<file path="config.mk">
export PLATFORM = sky130hd
export DESIGN_NAME = tdm_demux4
export DESIGN_NICKNAME = d
export VERILOG_FILES = /design/src/rtl/tdm_demux4.sv
export SDC_FILE = /design/constraint.sdc
export NUM_CORES = 1
export LEC_CHECK = 0
export BUFFER_PORTS_ARGS = -buffer_cell sky130_fd_sc_hd__buf_2
export CAP_MARGIN = 5
export CORE_MARGIN = 2
export CORE_UTILIZATION = 58
export DETAILED_ROUTE_END_ITERATION = 8
export GPL_TIMING_DRIVEN = 0
export HOLD_SLACK_MARGIN = 0.15
export PLACE_DENSITY = 0.84
export SKIP_LAST_GASP = 1
export SLEW_MARGIN = 20
export SYNTH_ARGS = -nofsm -noshare
export SYNTH_HDL_FRONTEND = slang
export SYNTH_SLANG_ARGS = --single-unit
</file>
<file path="constraint.sdc">
create_clock -name clk -period 4.34 [get_ports clk]
set_input_delay 0.651 -clock clk [delete_from_list [all_inputs] [get_ports clk]]
set_output_delay 0.651 -clock clk [all_outputs]
set_load 0.05 [all_outputs]
</file>
<file path="src/rtl/tdm_demux4.sv">
// Four-slot TDM demultiplexer: aligns on fsync, stages slots 0..2, publishes a full frame on slot 3.
// Optional even-parity checking is built when TDM_DEMUX_PARITY_EN is defined.
module tdm_demux4 #(
    parameter int W = 8
) (
    input  logic         clk,
    input  logic         rst_n,
    input  logic [W-1:0] din,
    input  logic         din_valid,
    input  logic         fsync,
`ifdef TDM_DEMUX_PARITY_EN
    input  logic         din_par,
`endif
    output logic [W-1:0] y0,
    output logic [W-1:0] y1,
    output logic [W-1:0] y2,
    output logic [W-1:0] y3,
    output logic [1:0]   slot,
    output logic         frame_valid,
    output logic         locked,
    output logic         sync_err
`ifdef TDM_DEMUX_PARITY_EN
    ,
    output logic         par_err
`endif
);

    typedef enum logic {HUNT = 1'b0, LOCK = 1'b1} state_t;

    state_t       state_q, state_d;
    logic [W-1:0] st0_q, st1_q, st2_q;
    logic [W-1:0] st0_d, st1_d, st2_d;
    logic [W-1:0] y0_d, y1_d, y2_d, y3_d;
    logic [1:0]   slot_d;
    logic         fv_d, se_d;
    logic         frame_ok;

`ifdef TDM_DEMUX_PARITY_EN
    logic bad_q, bad_d, bad_beat, pe_d;
    // Parity only matters once aligned; beats seen while hunting are never checked.
    assign bad_beat = din_valid && (state_q == LOCK) && ((^din) ^ din_par);
    assign frame_ok = !(bad_q || bad_beat);
`else
    assign frame_ok = 1'b1;
`endif

    always_comb begin
        state_d = state_q;
        slot_d  = slot;
        st0_d   = st0_q;
        st1_d   = st1_q;
        st2_d   = st2_q;
        y0_d    = y0;
        y1_d    = y1;
        y2_d    = y2;
        y3_d    = y3;
        fv_d    = 1'b0;
        se_d    = 1'b0;
`ifdef TDM_DEMUX_PARITY_EN
        bad_d   = bad_q;
        pe_d    = bad_beat;
`endif
        if (din_valid) begin
            if (state_q == HUNT) begin
                if (fsync) begin
                    st0_d   = din;
                    slot_d  = 2'd1;
                    state_d = LOCK;
`ifdef TDM_DEMUX_PARITY_EN
                    bad_d   = 1'b0;
`endif
                end
            end else if (fsync) begin
                // Sync anywhere but slot 0 is an early sync: restart the frame on this beat.
                se_d   = (slot != 2'd0);
                st0_d  = din;
                slot_d = 2'd1;
`ifdef TDM_DEMUX_PARITY_EN
                bad_d  = bad_beat;
`endif
            end else if (slot == 2'd0) begin
                se_d    = 1'b1;
                slot_d  = 2'd0;
                state_d = HUNT;
`ifdef TDM_DEMUX_PARITY_EN
                bad_d   = 1'b0;
`endif
            end else if (slot == 2'd3) begin
                if (frame_ok) begin
                    y0_d = st0_q;
                    y1_d = st1_q;
                    y2_d = st2_q;
                    y3_d = din;
                    fv_d = 1'b1;
                end
                slot_d = 2'd0;
`ifdef TDM_DEMUX_PARITY_EN
                bad_d  = 1'b0;
`endif
            end else begin
                if (slot == 2'd1) st1_d = din;
                else              st2_d = din;
                slot_d = slot + 2'd1;
`ifdef TDM_DEMUX_PARITY_EN
                bad_d  = bad_q || bad_beat;
`endif
            end
        end
    end

    always_ff @(posedge clk or negedge rst_n) begin
        if (!rst_n) begin
            state_q     <= HUNT;
            slot        <= 2'd0;
            st0_q       <= '0;
            st1_q       <= '0;
            st2_q       <= '0;
            y0          <= '0;
            y1          <= '0;
            y2          <= '0;
            y3          <= '0;
            frame_valid <= 1'b0;
            sync_err    <= 1'b0;
`ifdef TDM_DEMUX_PARITY_EN
            bad_q       <= 1'b0;
            par_err     <= 1'b0;
`endif
        end else begin
            state_q     <= state_d;
            slot        <= slot_d;
            st0_q       <= st0_d;
            st1_q       <= st1_d;
            st2_q       <= st2_d;
            y0          <= y0_d;
            y1          <= y1_d;
            y2          <= y2_d;
            y3          <= y3_d;
            frame_valid <= fv_d;
            sync_err    <= se_d;
`ifdef TDM_DEMUX_PARITY_EN
            bad_q       <= bad_d;
            par_err     <= pe_d;
`endif
        end
    end

    assign locked = (state_q == LOCK);

endmodule
</file>
---- Word-level counts from Yosys, hierarchy flattened ----
Index checks and enable logic that the tools add are counted.
storage, ports and cells
  memories ................................ 0
  logic and storage cells ................. 44
  bits in latches ......................... 0
  register bits after elaboration ......... 61
  output and inout port bits .............. 37
  bits in writable memories ............... 0
  input port bits ......................... 12
  memory bits (read-only) ................. 0
cells by class
  $lt $le $gt $ge ......................... 0
  muxes and demuxes ....................... 18
  equal/unequal tests ..................... 2
  reduce and logical (&&, ||, !) cells .... 8
  bitwise operators ....................... 4
  add/subtract/negate cells ............... 1
  divide/modulo/power cells ............... 0
  multiply operators ...................... 0
  shift operators ......................... 0
operators by type and width
  operator             count
  $mux 1               13
  $reduce_and 6->1     2
  $mux 2               5
  $reduce_and 5->1     1
  $not 1->1            4
  $reduce_and 2->1     2
  $reduce_bool 2->1    2
  $add 2x1->2 const B  1
  $eq 2x1->1 const B   1
  $eq 2x2->1 const B   1
  $logic_not 2->1      1

---- Depth between registers and ports, before layout ----
Gate-level depths: netlist (run 1).
  depth after elaboration ................. 6
  depth in mapped cells ................... 7
  depth with buffers taken out ............ 6

---- Worst setup path after synthesis (run 1) ----
Ideal clock, no wire load.
  path type ............................... register to register
  from .................................... reg slot[0]
  to ...................................... reg st2_q[0]
  required time ........................... 4.215 ns
  buffers on the path ..................... 1
  clock period less this slack ............ 2.249 ns
  arrival time ............................ 2.124 ns
  library setup time ...................... 0.125 ns
  stages on the path, launching flop included .. 8
  path slack .............................. 2.091 ns
  cells stage by stage .................... dfrtp_1 > inv_1 > ha_1 > inv_1 > ha_1 > or4b_4 > buf_6 > mux2_4
on the way
  cells in the longest elaborated chain, start to end .. 3
  elaborated cells on any way between the ends .. 7
  classes of those cells .................. eq/ne: 2; bitwise: 3; reduce/logical: 2
ends and longest elaborated chain
  item                                line  text
  from (decl)                         18    output logic [1:0] slot,
  from (signal assigned)              130   slot <= slot_d;
  $eq 2x1->1 (tied with other cells)  101   if (slot == 2'd1) st1_d = din;
  $not 1->1 (no line)                 -
  $reduce_and 6->1 (no line) (*)      -
  to (signal assigned)                133   st2_q <= st2_d;
  to (decl)                           31    logic [W-1:0] st0_q, st1_q, st2_q;
Mark *: on every way between the ends. The rest lies on a longest branch, timed or not.
A chain may end at the register's enable or synchronous reset.

---- Final worst setup path (run 1) ----
  from .................................... reg slot[0]
  to ...................................... reg st1_q[6]
on the way
  cells in the longest elaborated chain, start to end .. 3
  elaborated cells on any way between the ends .. 6
  classes of those cells .................. eq/ne: 2; bitwise: 2; reduce/logical: 2
ends and longest elaborated chain
  item                                           line    text
  $eq 2x2->1 or $logic_not 2->1 (tied branches)  88, 81
  $not 1->1 (no line)                            -
  $reduce_and 6->1 (no line) (*)                 -
  to (signal assigned)                           132     st1_q <= st1_d;
  to (decl)                                      31
Marks and branches as above.

==> results.cfg, run 1 <==
[placement]
dpl_cell_area_um2 = 2730
gp_congestion = 0.778
portBuffers = 47
dp_hpwl_um = 3060

[critical_path]
cp_max_fo = 8
cpPeakStageDelay_ns = 0.66
crit_chain = inv_1 > ha_1 > nand3_1 > nor3b_2 > mux2_2
worst_path_max_delay_cell = nor3b_2
required_ns = 4.55
start_kind = register
cp-end-kind = register
worstPathArrival_ns = 2.36
worstSetupPathType = reg -> reg

[sta]
setup_viol = 0
setup_tns_ns = 0
timing.final.hold_violations = 0
period_share_pct = 49.7
final.min_clock_period_ns = 2.16
fin_worst_skew_ns = 0.00532
final_max_slew_viol_count = 0
rsz0062_at_grt = false
worst_pin_slew_ns = 0.742
slew_headroom_pct = 50.3
max_freq_mhz = 463

[cells_and_area]
syn_to_final_growth_pct = 18.9
diodes = 0
final_common_cell = dfrtp_1
final_cell_area_um2 = 2890
final_nets = 226
drive_above_1_share_pct = 58.3
fill_cells = 268
final_cell_mix = dfrtp_1 (61), buf_2 (50), mux2_2 (48)

[clock_network]
cts_buffer_depth = 2
cts_buffers = 9
hold_buffers = 0
path_clk_slew_ns = 0.06
cts_resized = 0
htreeDepth = 3
cts_tree = done
post_cts.repair.setup_buffers = 0
cts.sink_count = 61
clk_latency_ns = 0.33
cts-root-buf = clkbuf_8

[global_route]
grt_usage_pct = 21.1
grt_max_degree = 62
grt_pass1_vias = 1442
grt_overflow_total = 0
grt_first_pass_wirelength_um = 6870
grt_antenna_before_repair = 0

[logic_synthesis]
synth-simple-area-share_pct = 2.89
syn_nets = 168
synth_top_area_share_pct = 62.9
synth_compound_area_share_pct = 1.44
synthDistinctLibCells = 20
ys_seq_area_share_pct = 62.9
syn-cell-area_um2 = 2430
synth_top_family_by_area = multiplexers
synth_cells = 149
synthXorXnorAreaFrac_pct = 0
ys_seq_elements = 61
synth_top_area_cell = dfrtp_1
synth_area_per_cell_um2 = 16.3
synth_fa_ha_area_share_pct = 3.61
synth.area.top_cells = dfrtp_1 (63%), mux2_2 (22%), mux2_4 (5.0%)
synth.area.mux_share_pct = 27.2
yosysWarnings = 0

[floorplan]
core-area_um2 = 4000
initial_core_util_pct = 60.7
die_area_um2 = 4720
die_h_um = 68.7
placementRows = 23
die_w_um = 68.7
io_pins = 49

[detailed_routing]
drtAntennaViolNets = 0
wire_per_inst_um = 16.7
route.vias.total = 1373
routed_wl_um = 4350
avgViaCountPerCell = 5.26
drt_iter0_drc = 75
drc_errors = 0
dr.pass1.iters = 4

[status]
status = complete, no violations

[job]
cap_violations = 0

[min_path]
worstHoldPathType = in -> async
-- stage by stage --
| stage | util (%) | instances | setup WS, ns | hold WS (ns) |
|---|---|---|---|---|
| 2_1_floorplan | - | 149 | 2.09 | 0.355 |
| 3_3_place_gp | 68.1 | 246 | 2.23 | 0.482 |
| 3_5_place_dp | 68.2 | 246 | 2.15 | 0.490 |
| 4_1_cts | 72.1 | 261 | 2.17 | 0.410 |
| 5_1_grt | 72.1 | 261 | 2.08 | 0.449 |
| 6_report | 72.1 | 261 | 2.18 | 0.399 |
-- registers in the layout, summed over array words and instances, names as in the netlist --
register	cells
st2_q	8
locked	1
y2	8
st0_q	8
frame_valid	1
st1_q	8
y1	8
slot	2
sync_err	1
y0	8
y3	8
-- cells by family after synthesis --
group                      count (synthesis)
buffers and inverters                      9
and+or+nand+nor                           10
muxes                                     56
DFF                                       61
AOI/OAI and AO/OA                          6
adders and majority gates                  7
-- cell type report --
class | count | area, um^2 | area share [%]
flip-flops and latches | 61 | 1530 | 52.9
plain buffers | 5 | 31.3 | 1.08
repair buffers | 47 | 238 | 8.24
inverters | 4 | 15.0 | 0.520
clock inverters | 2 | 10.0 | 0.347
multi-input cells | 79 | 853 | 29.6
clock buffers | 13 | 149 | 5.16
well taps | 50 | 62.6 | 2.17
-- path summary, 6_finish.rpt --
check	start	end	slack, ns	cells after the start
max in group asynchronous	rst_n	y3[5]$_DFFE_PN0P_	3.47	1
max reg2reg	slot[0]$_DFFE_PN0P_	st1_q[6]$_DFFE_PN0P_	2.18	5
min reg2reg	y1[6]$_DFFE_PN0P_	y1[6]$_DFFE_PN0P_	0.50	1
min in group clk	y1[6]$_DFFE_PN0P_	y1[6]$_DFFE_PN0P_	0.50	1
max	slot[0]$_DFFE_PN0P_	st1_q[6]$_DFFE_PN0P_	2.18	5
min	rst_n	st2_q[2]$_DFFE_PN0P_	0.40	1
-- critical path: cells and delay by family (launching register included) --
family,cells,cell delay (ns)
muxes,1,0.42
DFF,1,0.47
buffers and inverters,1,0.11
and+or+nand+nor,2,0.76
adders and majority gates,1,0.29
-- routing by layer --
metal	vias up	global-route usage (%)	routed length, um
li1	641	-	-
met5	-	0	0
met2	36	34.5	2230
met3	12	5.68	202
met4	0	11.3	84
met1	684	25.6	1830
-- cells in the mapped netlist --
| cell | number |
|---|---|
| a21oi_1 | 2 |
| a31oi_1 | 1 |
| buf_2 | 4 |
| buf_6 | 1 |
| dfrtp_1 | 61 |
| ha_1 | 7 |
| inv_1 | 4 |
| mux2_2 | 48 |
| mux2_4 | 8 |
| nand2_1 | 1 |
| nand2_2 | 1 |
| nand3_1 | 1 |
| nand3b_1 | 1 |
| nand4_1 | 1 |
| nor2_1 | 2 |
| nor3b_1 | 1 |
| nor3b_2 | 1 |
| o21ai_0 | 2 |
| o2bb2ai_1 | 1 |
| or4b_4 | 1 |
Power of run 1 is left out: the tool's default activity adds up to more than one toggle a clock period on the data nets, which glitch-free logic cannot reach.
==> run 2, diff against run 1 <==
CORE_UTILIZATION = 54   (was 58)
PLACE_DENSITY = 0.79   (was 0.84)
clock period = 2.1 ns   (was 4.34 ns; I/O delays follow)
==> results.cfg, run 2 (synthesis results as in run 1) <==
[status]
status = complete, no violations

[critical_path]
worst_path_max_delay_cell = or4b_4
worstPathArrival_ns = 2.22
cpPeakStageDelay_ns = 0.46
timing.rr.end = st2_q[2]$_DFFE_PN0P_
crit_family = simple AND/OR/NAND/NOR gates
worstSetupPathType = reg -> reg
cp_max_fo = 8
reg2reg_depth = 7
required_ns = 2.31
crit_chain = inv_1 > ha_1 > inv_1 > ha_1 > or4b_4 > buf_6 > mux2_4
critPathLaunch = slot[0]$_DFFE_PN0P_
regToRegSetupSlack_ns = 0.09
start_kind = register
critPathBufInv = 3
r2r-start = slot[0]$_DFFE_PN0P_
cp-end-kind = register

[cells_and_area]
final_common_cell = dfrtp_1
diodes = 0
post-route-util_pct = 68.2
drive_above_1_share_pct = 58.9
final_cell_mix = dfrtp_1 (59), mux2_2 (48), buf_2 (47)
final_nets = 228
syn_to_final_growth_pct = 22.5

[floorplan]
placementRows = 24
die_area_um2 = 5040
die_h_um = 71.0
die_w_um = 71.0
initial_core_util_pct = 55.7
io_pins = 49
core-area_um2 = 4350

[detailed_routing]
drtAntennaViolNets = 0
drc_errors = 0
routed_wl_um = 4400
avgViaCountPerCell = 5.30
drt_iter0_drc = 90
dr.pass1.iters = 4
route.vias.total = 1409
wire_per_inst_um = 16.5

[placement]
dp_hpwl_um = 2920
gp_congestion = 0.755
portBuffers = 47

[clock_network]
clk_latency_ns = 0.32
cts_buffers = 9
cts_tree = done
cts.sink_count = 61
path_clk_slew_ns = 0.06
cts_buffer_depth = 2
htreeDepth = 3
cts-root-buf = clkbuf_8

[pwr]
leakagePower_nw = 1.50
peakVddDrop_mv = 1.11
power_density_nw_per_um2 = 1760

[global_route]
grt_antenna_before_repair = 0
grt_pass1_vias = 1542
grt_usage_pct = 19.5
grt_max_degree = 62
grt_first_pass_wirelength_um = 7420
grt_overflow_total = 0

[min_path]
worstHoldEndpoint = st2_q[0]$_DFFE_PN0P_
hold-path-cell-count = 2
worstHoldPathType = in -> reg
hold_path_startpoint = din[0]

[sta]
max_freq_mhz = 498
period_share_pct = 95.6
slew_headroom_pct = 50.7
fin_worst_skew_ns = 0.00709
worst_pin_slew_ns = 0.739
final.min_clock_period_ns = 2.01
rsz0062_at_grt = false
setup_tns_ns = 0
timing.final.hold_violations = 0
setup_viol = 0
final_max_slew_viol_count = 0

[job]
cap_violations = 0
## run 2: changes by cell type in the layout (fill, tap and decap cells not counted), sizes merged
cell	previous run	this run
buf	52	53
clkbuf	13	15
bufinv	0	1
dlygate4sd3	0	1
clkinv	2	0
## run 2: cell type report
| cell class | instances | area, um^2 |
|---|---|---|
| fillers | 309 | 1380 |
| clock buffers | 15 | 166 |
| well taps | 52 | 65.1 |
| plain buffers | 5 | 38.8 |
| clock inverters | 1 | 30.0 |
| multi-input cells | 79 | 860 |
| inverters | 4 | 15.0 |
| repair buffers | 49 | 268 |
| flip-flops and latches | 61 | 1530 |
## run 2: per-stage QoR
step / power, mW / instances / setup WS (ns) / instance area [um^2] / hold slack [ns]
after floorplan: 3.67 / 149 / 0.0340 / 2430 / 0.0194
after global placement: 4.12 / 248 / 0.0852 / 2730 / 0.481
after detailed placement: 4.21 / 248 / 0.0135 / 2730 / 0.432
after CTS: 5.25 / 265 / 0.0514 / 2940 / 0.263
after global routing: 5.49 / 266 / 0.00782 / 2970 / 0.262
final: 5.24 / 266 / 0.0918 / 2970 / 0.265
## run 2: layer usage
layer / track usage [%] / vias up / share of wire, %
li1: - / 641 / -
met1: 25.0 / 720 / 45
met2: 31.2 / 40 / 49
met3: 4.99 / 8 / 4.2
met4: 9.64 / 0 / 1.7
met5: 0 / - / 0
## run 2: report_power, final
| part | total [mW] | internal [mW] | switching [mW] |
|---|---|---|---|
| combinational | 2.27 | 0.748 | 1.52 |
| sequential | 1.93 | 1.67 | 0.264 |
| clock | 1.03 | 0.616 | 0.416 |
| total | 5.24 | 3.03 | 2.20 |
## run 2: worst max-delay path by stage
stage	slack, ns	endpoint	cells after the start
finish	0.09	st2_q[2]$_DFFE_PN0P_	7
global route	0.008	st2_q[1]$_DFFE_PN0P_	7
CTS	0.05	y3[0]$_DFFE_PN0P_	7
detailed placement	0.01	st1_q[2]$_DFFE_PN0P_	5
global placement	0.09	st1_q[7]$_DFFE_PN0P_	5
floorplan	0.03	st2_q[0]$_DFFE_PN0P_	7
## run 2: worst reg2reg max path, cell delays in order, from the launching register on
cell	delay (ns)
dfrtp_2	0.43
inv_1	0.09
ha_1	0.23
inv_1	0.06
ha_1	0.16
or4b_4	0.46
buf_6	0.17
mux2_4	0.30
## run 2: repair_timing
item	in CTS	in global routing
resized for setup	1	6
hold buffers	1	0
endpoints found under the hold margin	61	0
pin swaps	0	1
setup buffers	0	1
setup endpoints to repair	8	35
Note: power is estimated with default switching activity, not from simulation.
